--- src/rtl/gpio_controller.sv ---
// gpio_controller: memory-mapped GPIO with atomic set/clear, edge capture and masked irq; GPIO_DEBOUNCE_EN adds an input debouncer.
// Latency: ack/rdata one cycle after req; pin to IN 3 cycles (debounced: DEBOUNCE_CYCLES+3 .. 2*DEBOUNCE_CYCLES+3).
// Backpressure: none, one access per cycle accepted and acked, ack never stalls.
module gpio_controller #(
   parameter logic [31:0] BASE_ADDR       = 32'hFFFF_0000,
   parameter int          IN_WIDTH        = 10,
   parameter int          OUT_WIDTH       = 10,
   parameter int          DEBOUNCE_CYCLES = 50000
) (
   input  logic                 clk,
   input  logic                 rst,
   input  logic                 req,
   input  logic [31:0]          addr,
   input  logic                 rw,
   input  logic [1:0]           size,
   input  logic [31:0]          wdata,
   output logic [31:0]          rdata,
   output logic                 ack,
   input  logic [IN_WIDTH-1:0]  gpio_in,
   output logic [OUT_WIDTH-1:0] gpio_out,
   output logic                 irq
);
   if (DEBOUNCE_CYCLES < 2) begin : g_bad_debounce
      $error("DEBOUNCE_CYCLES must be at least 2");
   end

   logic                 hit;
   logic                 wr;
   logic [2:0]           sel;
   logic [3:0]           lane_en;
   logic [31:0]          wmask;
   logic [31:0]          wbits;
   logic [31:0]          rd_mux;
   logic [31:0]          out_n;
   logic [31:0]          en_n;
   logic [31:0]          edge_clr;
   logic [IN_WIDTH-1:0]  sync1;
   logic [IN_WIDTH-1:0]  sync2;
   logic [IN_WIDTH-1:0]  in_reg;
   logic [IN_WIDTH-1:0]  in_next;
   logic [IN_WIDTH-1:0]  edge_reg;
   logic [IN_WIDTH-1:0]  irq_en;
   logic [OUT_WIDTH-1:0] out_reg;
   logic                 unused_bits;

   assign hit = req && (addr[31:5] == BASE_ADDR[31:5]);
   assign wr  = hit && rw;
   assign sel = addr[4:2];

   always_comb begin
      lane_en = 4'b1111;
      case (size)
         2'd0:    lane_en = 4'b0001 << addr[1:0];
         2'd1:    lane_en = addr[1] ? 4'b1100 : 4'b0011;
         default: lane_en = 4'b1111;
      endcase
   end

   assign wmask = {{8{lane_en[3]}}, {8{lane_en[2]}}, {8{lane_en[1]}}, {8{lane_en[0]}}};
   assign wbits = wdata & wmask;

   // Unwritten lanes: keep for OUT/IRQ_EN, contribute 0 for SET/CLR/RW1C.
   always_comb begin
      out_n    = 32'(out_reg);
      en_n     = 32'(irq_en);
      edge_clr = '0;
      if (wr) begin
         case (sel)
            3'd1:    out_n    = (32'(out_reg) & ~wmask) | wbits;
            3'd2:    out_n    = 32'(out_reg) | wbits;
            3'd3:    out_n    = 32'(out_reg) & ~wbits;
            3'd4:    edge_clr = wbits;
            3'd5:    en_n     = (32'(irq_en) & ~wmask) | wbits;
            default: ;
         endcase
      end
   end

   always_comb begin
      rd_mux = '0;
      case (sel)
         3'd0:    rd_mux = 32'(in_reg);
         3'd1:    rd_mux = 32'(out_reg);
         3'd4:    rd_mux = 32'(edge_reg);
         3'd5:    rd_mux = 32'(irq_en);
         default: rd_mux = '0;
      endcase
   end

`ifdef GPIO_DEBOUNCE_EN
   localparam int CNT_W = $clog2(DEBOUNCE_CYCLES);

   logic [CNT_W-1:0]    tick_cnt;
   logic                tick;
   logic [IN_WIDTH-1:0] prev_smp;
   logic [IN_WIDTH-1:0] agree;

   assign tick    = (tick_cnt == CNT_W'(DEBOUNCE_CYCLES - 1));
   assign agree   = ~(sync2 ^ prev_smp);
   // A bit moves only when two consecutive tick samples agree.
   assign in_next = tick ? ((in_reg & ~agree) | (sync2 & agree)) : in_reg;

   always_ff @(posedge clk) begin
      if (rst) begin
         tick_cnt <= '0;
         prev_smp <= '0;
      end else begin
         tick_cnt <= tick ? '0 : tick_cnt + CNT_W'(1);
         if (tick) prev_smp <= sync2;
      end
   end
`else
   assign in_next = sync2;
`endif

   always_ff @(posedge clk) begin
      if (rst) begin
         sync1    <= '0;
         sync2    <= '0;
         in_reg   <= '0;
         edge_reg <= '0;
         irq_en   <= '0;
         out_reg  <= '0;
         irq      <= 1'b0;
         ack      <= 1'b0;
         rdata    <= '0;
      end else begin
         sync1    <= gpio_in;
         sync2    <= sync1;
         in_reg   <= in_next;
         // A fresh edge overrides a same-cycle write-1-to-clear.
         edge_reg <= (edge_reg & ~edge_clr[IN_WIDTH-1:0]) | (in_next ^ in_reg);
         irq_en   <= en_n[IN_WIDTH-1:0];
         out_reg  <= out_n[OUT_WIDTH-1:0];
         irq      <= |(edge_reg & irq_en);
         ack      <= hit;
         rdata    <= (hit && !rw) ? rd_mux : '0;
      end
   end

   assign gpio_out    = out_reg;
   assign unused_bits = ^{out_n, en_n, edge_clr};
endmodule

--- config.mk ---
export PLATFORM = sky130hd
export DESIGN_NAME = gpio_controller
export DESIGN_NICKNAME = d
export VERILOG_FILES = /design/src/rtl/gpio_controller.sv
export SDC_FILE = /design/constraint.sdc
export NUM_CORES = 1
export LEC_CHECK = 0
export ABC_AREA = 1
export CORE_UTILIZATION = 39
export CTS_CLUSTER_DIAMETER = 30
export DETAILED_ROUTE_END_ITERATION = 6
export DONT_BUFFER_PORTS = 1
export PLACE_DENSITY = 0.65
export SYNTH_ARGS = -nofsm -noshare
export SYNTH_HDL_FRONTEND = slang
export SYNTH_SLANG_ARGS = --single-unit
--- constraint.sdc ---
create_clock -name clk -period 1.6 [get_ports clk]
set_clock_uncertainty 0.05 [all_clocks]
set_input_delay 0.32 -clock clk [delete_from_list [all_inputs] [get_ports clk]]
set_output_delay 0.32 -clock clk [all_outputs]
set_load 0.01 [all_outputs]
Yosys cells after proc, flatten, opt, wreduce, memory -nomap -nowiden
Index checks and enable logic that the tools add are counted.
{"block": "totals", "register_bits": 94, "in_bits": 80, "output_inout_bits": 44}
{"block": "op_classes", "eq_ne": 7, "shift": 1, "muxes": 6, "n_bitwise": 15, "n_reduce_logical": 11}
{"op": "AND 10 bit", "n": 6}
{"op": "OR 10 bit", "n": 4}
{"op": "one-hot mux 10 bit (4 select lines)", "n": 1}
{"op": "NOT 10 bit", "n": 3}
{"op": "one-hot mux 10 bit (3 select lines)", "n": 1}
{"op": "== test 27 bit, second input constant", "n": 1}
{"op": "2-to-1 mux 10 bit", "n": 2}
{"op": "OR reduction 10 bit", "n": 1}
{"op": "bitwise XOR 10 bit", "n": 1}
{"op": "== test 3 x 2 -> 1 bit, second input constant", "n": 2}
{"op": "== test 3 bit, second input constant", "n": 2}
{"op": "one-hot mux 2 bit (2 select lines)", "n": 1}
{"op": "AND reduction 2 bit", "n": 2}
{"op": "== test 3 x 1 -> 1 bit, second input constant", "n": 1}
{"op": "logical AND 1 bit", "n": 3}
{"op": "zero test 3 bit", "n": 1}
{"op": "nonzero test 3 bit", "n": 1}
{"op": "== test 2 x 1 -> 1 bit, second input constant", "n": 1}
{"op": "zero test 2 bit", "n": 1}
{"op": "2-to-1 mux 2 bit", "n": 1}
{"op": "OR reduction 2 bit", "n": 1}
{"op": "<< shifter 1 x 2 -> 2 bit, first input constant", "n": 1}
{"op": "zero test 1 bit", "n": 1}
{"op": "NOT 1 bit", "n": 1}

Logic depth before layout (Yosys ltp)
Gate-level depths: netlist (run 1).
{"block": "logic_depth", "depth_word": 8, "mapped_depth": 10, "depth_no_buf": 10}

Worst setup path after synthesis (run 1)
No wires, ideal clock.
{"block": "synth_path", "path_kind": "input port to flip-flop", "startpoint": "input port addr[12]", "endpoint": "register out_reg[0] (netlist: gpio_out[0])", "t_arrival_ns": 1.166, "required_ns": 1.418, "path_slack_ns": 0.252, "stages": 9, "path_cell_list": "nor2_1 > nand2_1 > nor2_1 > nand2_2 > nor2_4 > buf_4 > nand4_1 > nand2_1 > a21oi_1"}
{"block": "synth_via", "elab_chain_cells": 4}
{"item": "start: declaration", "line_no": "13", "rtl": "input logic [31:0] addr,"}
{"item": "== test 27 bit", "line_no": "46", "rtl": "assign hit = req && (addr[31:5] == BASE_ADDR[31:5]);"}
{"item": "logical AND 1 bit", "line_no": "46"}
{"item": "logical AND 1 bit", "line_no": "47", "rtl": "assign wr = hit && rw;"}
{"item": "AND reduction 2 bit (no source line)"}
{"item": "end signal: assignment", "line_no": "134", "rtl": "out_reg <= out_n[OUT_WIDTH-1:0];"}
{"item": "end: declaration", "line_no": "43", "rtl": "logic [OUT_WIDTH-1:0] out_reg;"}
No other way between the ends.
A chain may end at the register's enable or synchronous reset.

==> results of run 1 <==
-- placed cells by master (no fill, tap or decap), types with 2 or more instances in the layout --
| master | Yosys | routed |
|---|---|---|
| inv_2 | 2 | 2 |
| inv_1 | 60 | 60 |
| buf_4 | 24 | 9 |
| a31oi_1 | 10 | 10 |
| clkinvlp_4 | 0 | 2 |
| nor2_2 | 6 | 6 |
| nor2_1 | 84 | 84 |
| conb_1 | 1 | 22 |
| nor3_1 | 2 | 2 |
| xnor2_1 | 10 | 10 |
| a21oi_1 | 22 | 22 |
| nand3b_1 | 2 | 2 |
| nand4_1 | 21 | 21 |
| clkbuf_8 | 0 | 9 |
| clkinv_1 | 3 | 3 |
| dfxtp_1 | 72 | 72 |
| nand2_1 | 125 | 125 |
| o21ai_0 | 2 | 2 |
| buf_12 | 0 | 5 |
| nand3_1 | 34 | 34 |
-- power by group --
part | internal [mW] | total, mW | switching (mW)
clock network | 0.710 | 1.36 | 0.650
registers | 1.84 | 1.87 | 0.0293
logic | 0.0946 | 0.285 | 0.190
-- layer usage --
| metal | routed length, um | global-route usage, % | up-vias |
|---|---|---|---|
| li1 | - | - | 1542 |
| met1 | 3440 | 21.9 | 1378 |
| met2 | 4040 | 32.7 | 133 |
| met3 | 749 | 6.42 | 19 |
| met4 | 305 | 11.8 | 0 |
| met5 | 0 | 0 | - |
-- worst paths after layout --
kind / slack [ps] / end / startpoint / cells after the start
hold reg to reg: 350 / in_next[7] / sync1[7] / 2
setup reg to reg: 280 / irq / register / 6
setup / recovery: 280 / irq / register / 6
hold / removal: 20 / sync1[6] / gpio_in[6] / 2
-- layout make-up --
class | count | share of cell area (%)
flip-flops and latches | 72 | 38.0
repair buffers | 15 | 4.69
multi-input cells | 348 | 42.4
clock inverters | 5 | 1.55
inverters | 65 | 6.44
clock buffers | 10 | 3.37
well taps | 108 | 3.57
-- through the flow --
stage               utilization, %  instance area [um2]  setup slack (ps)  cells  hold WS, ps
finish                        43.7                 3790               283    623         18.4
floorplan                        -                 3570               252    525          338
CTS                           43.7                 3790               294    623        0.633
global placement              41.2                 3570              85.9    606          339
global route                  43.7                 3790               148    623         2.39
detailed placement            41.2                 3570              12.7    606          344
-- cells by family (layout without fill, tap and decap cells) --
logic type             after synthesis  after routing  share of synthesized area (%)
other                                1             22                          0.108
buffers and inverters              105             95                           14.9
XOR/XNOR                            10             10                           2.51
AO/OA/AOI/OAI                       35             35                           5.49
AND/OR/NAND/NOR                    281            281                           35.7
flip-flops                          72             72                           41.3
==> results by group, run 1 <==
Drt
  – DRT Pass-1 Iters: 5
  – WL final: 8.53 mm
  – Via density: around 4.9
  – Routed wire per std cell: 13.7 um
  – DRC Markers: 0
  – Routed Antenna Nets: 0
  – Initial detailed-routing violation count: 171
  – Via count: 3,072

Setup path
  – Top cell by count, worst path: nand2_1
  – Crit path launch type: register
  – CP Class: register to register
  – CP max FO: 3
  – Crit-path leading delay family: compound AO/OA/AOI/OAI gates
  – Worst Path Arrival: 1510 ps
  – Worst EP required: 1790 ps
  – CP bufs+invs: 1
  – Slowest CP cell: dfxtp_1
  – Worst Setup End Kind: register
  – Crit path largest cell delay: about 340 ps
  – CP cell instances: nand2_1 > nand2_1 > a221oi_1 > nand3_1 > o21ai_0 > inv_1

Clocking
  – Htree depth: 3
  – Post-CTS sizing: 0
  – CTS Hold Bufs: 2
  – CTS clock-pin slew for the worst setup and hold paths: 70 ps
  – CTS buffer count: 9
  – CTS tree: built
  – CTS root buf: clkbuf_8
  – Clock Path Buffers: 2
  – Worst skew pair latency: 350 ps
  – CTS sink cnt: a little over 70
  – Postcts setup bufs: 0

Synth
  – Synth top cells by count: 125 x nand2_1, 84 x nor2_1, 72 x dfxtp_1, 60 x inv_1, 34 x nand3_1
  – Most used flip-flop cell after synthesis: dfxtp_1
  – Yosys top cell area share: 41.3%
  – Number of synthesized flops with an enable pin: 0
  – Post-synthesis register bit count: 72
  – Syn avg cell area: roughly 6.9 um2
  – Cell with the most instances after synthesis: nand2_1
  – Synth async-reset ratio: 0%
  – Post-synth top area cell: dfxtp_1
  – Top area cells in the synthesized netlist: dfxtp_1 41%, nand2_1 13%, nor2_1 9.0%
  – Post-Syn Area: approximately 0.0035 mm2
  – Post-synthesis sequential area ratio: between 40% and 50%
  – Syn Inst Count: just over 500
  – Ys Warns: 0
  – Post-synth cell types: 31

STA
  – Final hold viol count: 0
  – Fmax achieved: around 0.76 GHz
  – Fin crit share: around 82%
  – Unrepaired setup endpoints after global routing: no
  – Max Transition Viols Final: 0
  – Final setup viols: 0
  – Total Neg Setup Slack: 0 ps
  – Post-route minimum period: 1320 ps

Layout
  – NumNets Final: about 590
  – Multi-input logic area: 0.00161 mm2
  – Fillers: 942
  – Area grow syn2layout: 8.68%
  – Layout cells sized above 1: between 8 and 9%
  – Sequential cell area: ~0.0014 mm2
  – N_diodes: 0

Floorplanning
  – Die Y: 96.6 um
  – IO Pins: ~120
  – Die area: 0.00932 mm2
  – Initial Util: around two fifths
  – Row cnt: 34
  – DIE WIDTH: ~97 um
  – Core area: between 0.008 and 0.009 mm2

Pwr
  – VDD IR max: ~0.6 mV
  – Pleak: 1.56 nW
  – Pwr Density: slightly above 900 mW/mm2
  – Total power: roughly 3.5 mW

Global route
  – Largest net degree at the start of global routing: 54
  – First-pass GRT wire length: roughly 13 mm
  – GRT Residual Overflow: 0
  – Vias in the first global route: roughly 2,900
  – GR Util All Layers: 19.7%
  – Initial antenna violation count: 0

Placed design
  – Port buffer count: 0
  – Routability Congestion: roughly 0.85
  – Hpwl dp: ~6.2 mm

Min path
  – Hold Path Class: input pin to register

Job
  – MaxCap Viol Count: 0

Status
  – Outcome: finished, final reports clean
Note: power is estimated with default switching activity, not from simulation.
==> inputs of run 2 (changes only) <==
--- a/config.mk
+++ b/config.mk
@@ -10,7 +10,7 @@
 export CTS_CLUSTER_DIAMETER = 30
 export DETAILED_ROUTE_END_ITERATION = 6
 export DONT_BUFFER_PORTS = 1
-export PLACE_DENSITY = 0.65
+export PLACE_DENSITY = 0.67
 export SYNTH_ARGS = -nofsm -noshare
 export SYNTH_HDL_FRONTEND = slang
 export SYNTH_SLANG_ARGS = --single-unit
==> constraint.sdc (replaced) <==
create_clock -name clk -period 1.2 [get_ports clk]
set_clock_uncertainty 0.05 [all_clocks]
set_input_delay 0.24 -clock clk [delete_from_list [all_inputs] [get_ports clk]]
set_output_delay 0.24 -clock clk [all_outputs]
set_load 0.01 [all_outputs]
==> results by group, run 2 (same netlist as run 1, synthesis figures left out) <==
Status
  – Outcome: finished, violations left (was finished, final reports clean)
  – Violated checks: setup timing

Drt
  – DRC Markers: 0 (unchanged)
  – Routed Antenna Nets: 0 (unchanged)
  – DRT Pass-1 Iters: 5 (unchanged)
  – Via density: 4.91 (was 4.93)
  – WL final: 8.86 mm (was 8.53 mm)
  – Via count: 3,197 (was 3,072)
  – Initial detailed-routing violation count: 158 (was 171)
  – Routed wire per std cell: 13.6 um (was 13.7 um)

Layout
  – Final Util: 46.9% (was 43.7%)
  – Area grow syn2layout: 16.8% (was 8.68%)
  – NumNets Final: 618 (was 591)
  – Most common cell after layout, fill and taps aside: nand2_1 (unchanged)
  – Final Cell Area: 0.00407 mm2 (was 0.00379 mm2)
  – Commonest non-fill, non-tap cells in the layout: 122 x nand2_1, 82 x nor2_1, 72 x dfxtp_1 (was 125 x nand2_1, 84 x nor2_1, 72 x dfxtp_1)
  – Layout cells sized above 1: 11.8% (was 8.35%)
  – N_diodes: 0 (unchanged)

Clocking
  – Postcts setup bufs: 0 (unchanged)
  – CTS tree: built (unchanged)
  – CTS sink cnt: 72 (unchanged)
  – Worst skew pair latency: 360 ps (was 350 ps)
  – Clock Path Buffers: 2 (unchanged)
  – Htree depth: 3 (unchanged)
  – CTS clock-pin slew for the worst setup and hold paths: 80 ps (was 70 ps)
  – CTS buffer count: 9 (unchanged)
  – CTS root buf: clkbuf_8 (unchanged)

STA
  – Unrepaired setup endpoints after global routing: yes (was no)
  – Hold slack: 42.7 ps (was 18.4 ps)
  – Post-route minimum period: 1210 ps (was 1320 ps)
  – Max Transition Viols Final: 0 (unchanged)
  – Fmax achieved: 0.826 GHz (was 0.760 GHz)
  – Setup ws final: -10.3 ps (was 283 ps)
  – Fin crit share: 101% (was 82.3%)
  – Final hold viol count: 0 (unchanged)
  – Final setup viols: 1 (was 0)

Setup path
  – Slowest CP cell: dfxtp_1 (unchanged)
  – CP cell instances: nand2_1 > nand2_1 > a221oi_2 > nand3_1 > o21ai_2 > inv_1 (was nand2_1 > nand2_1 > a221oi_1 > nand3_1 > o21ai_0 > inv_1)
  – Top cell by count, worst path: nand2_1 (unchanged)
  – Worst EP required: 1390 ps (was 1790 ps)
  – CP max FO: 2 (was 3)
  – CP Class: register to register (unchanged)
  – CP bufs+invs: 1 (unchanged)
  – Crit-path leading delay family: compound AO/OA/AOI/OAI gates (unchanged)
  – Crit path launch type: register (unchanged)
  – Worst Path Arrival: 1410 ps (was 1510 ps)
  – Crit path largest cell delay: 330 ps (was 340 ps)
  – Worst Setup End Kind: register (unchanged)

Job
  – MaxCap Viol Count: 0 (unchanged)

Min path
  – Hold Path Class: input pin to register (unchanged)

Pwr
  – Switch Pwr: 1.25 mW (was 0.870 mW)
  – Clock power frac: 39.4% (was 38.7%)
  – Sw frac: 25.8% (was 24.7%)
  – Internal: 3.60 mW (was 2.65 mW)
  – Pwr Density: 1190 mW/mm2 (was 928 mW/mm2)
  – Pleak: 1.73 nW (was 1.56 nW)
  – Part of the power in combinational logic: 9.2% (was 8.1%)
  – VDD IR max: 0.860 mV (was 0.604 mV)
  – Total power: 4.85 mW (was 3.52 mW)
  – Reg power frac: 51.4% (was 53.2%)

Placed design
  – Worst slack, placed: -256 ps (was 12.7 ps)
  – Hpwl dp: 6.36 mm (was 6.24 mm)
  – Port buffer count: 0 (unchanged)
  – Routability Congestion: 0.850 (was 0.853)
  – Dpl cell area: 0.00368 mm2 (was 0.00357 mm2)

Floorplanning
  – IO Pins: 124 (unchanged)
  – DIE WIDTH: 96.6 um (unchanged)
  – Initial Util: 40.2% (unchanged)
  – Core area: 0.00868 mm2 (unchanged)
  – Row cnt: 34 (unchanged)
  – Die Y: 96.6 um (unchanged)
  – Die area: 0.00932 mm2 (unchanged)

Global route
  – First-pass GRT wire length: 14.0 mm (was 13.4 mm)
  – Largest net degree at the start of global routing: 38 (was 54)
  – GRT Residual Overflow: 0 (unchanged)
  – GR Util All Layers: 20.5% (was 19.7%)
  – Initial antenna violation count: 0 (unchanged)
  – Vias in the first global route: 3,013 (was 2,860)
-- run 2: cell count changes in the layout (fill, tap and decap cells not counted), moves of 2 or more --
cell           change
dlygate4sd3_1     +16
buf_4             +12
nor2_4             +4
nand2_1            -3
nand2_2            +3
nor2_1             -2
nor2_2             -2
-- run 2: what timing repair did --
item	in CTS	in global routing
endpoints found under the setup margin	1	4
pin swaps	0	2
endpoints found under the hold margin	53	0
gates resized for setup	2	1
hold buffers	18	0
-- run 2: layout make-up --
class	instances	area (um2)
multi-input cells	348	1650
fillers	910	4610
clock inverters	7	71.3
well taps	108	135
repair buffers	42	408
inverters	65	244
clock buffers	9	124
flip-flops and latches	72	1440
-- run 2: power groups by stage --
stage,clock [mW],combinational (mW),sequential [mW]
after floorplan,0,0.365,2.54
after global placement,0,0.371,2.54
after detailed placement,0,0.380,2.55
after CTS,1.96,0.445,2.49
after global routing,2.04,0.504,2.50
final,1.91,0.448,2.49
-- run 2: per-stage QoR --
| stage | TNS [ps] | std cells |
|---|---|---|
| CTS | 0 | 651 |
| global route | -44.8 | 651 |
| detailed placement | -8480 | 617 |
| floorplan | -533 | 525 |
| finish | -10.3 | 651 |
| global placement | -6080 | 617 |
-- run 2: worst paths after layout --
| check | cells after the start | end | slack [ps] | start |
|---|---|---|---|---|
| setup / recovery | 6 | irq | -10 | register |
| hold / removal | 3 | edge_reg[8] | 40 | rw |
| setup reg to reg | 6 | irq | -10 | register |
| hold reg to reg | 2 | in_next[9] | 350 | sync1[9] |
-- run 2: worst register-to-register path, stage by stage (launching register included) --
cell      delay [ps]
dfxtp_1          330
nand2_1           60
nand2_1           60
a221oi_2         210
nand3_1          180
o21ai_2          180
inv_1             50
-- run 2: per-layer routing --
metal	vias up	routed length (um)	track usage, %	share of wire (%)
li1	1597	-	-	-
met1	1430	3540	24.2	40
met2	141	4150	32.9	47
met3	29	847	5.95	9.6
met4	0	327	12.0	3.7
met5	-	0	0	0
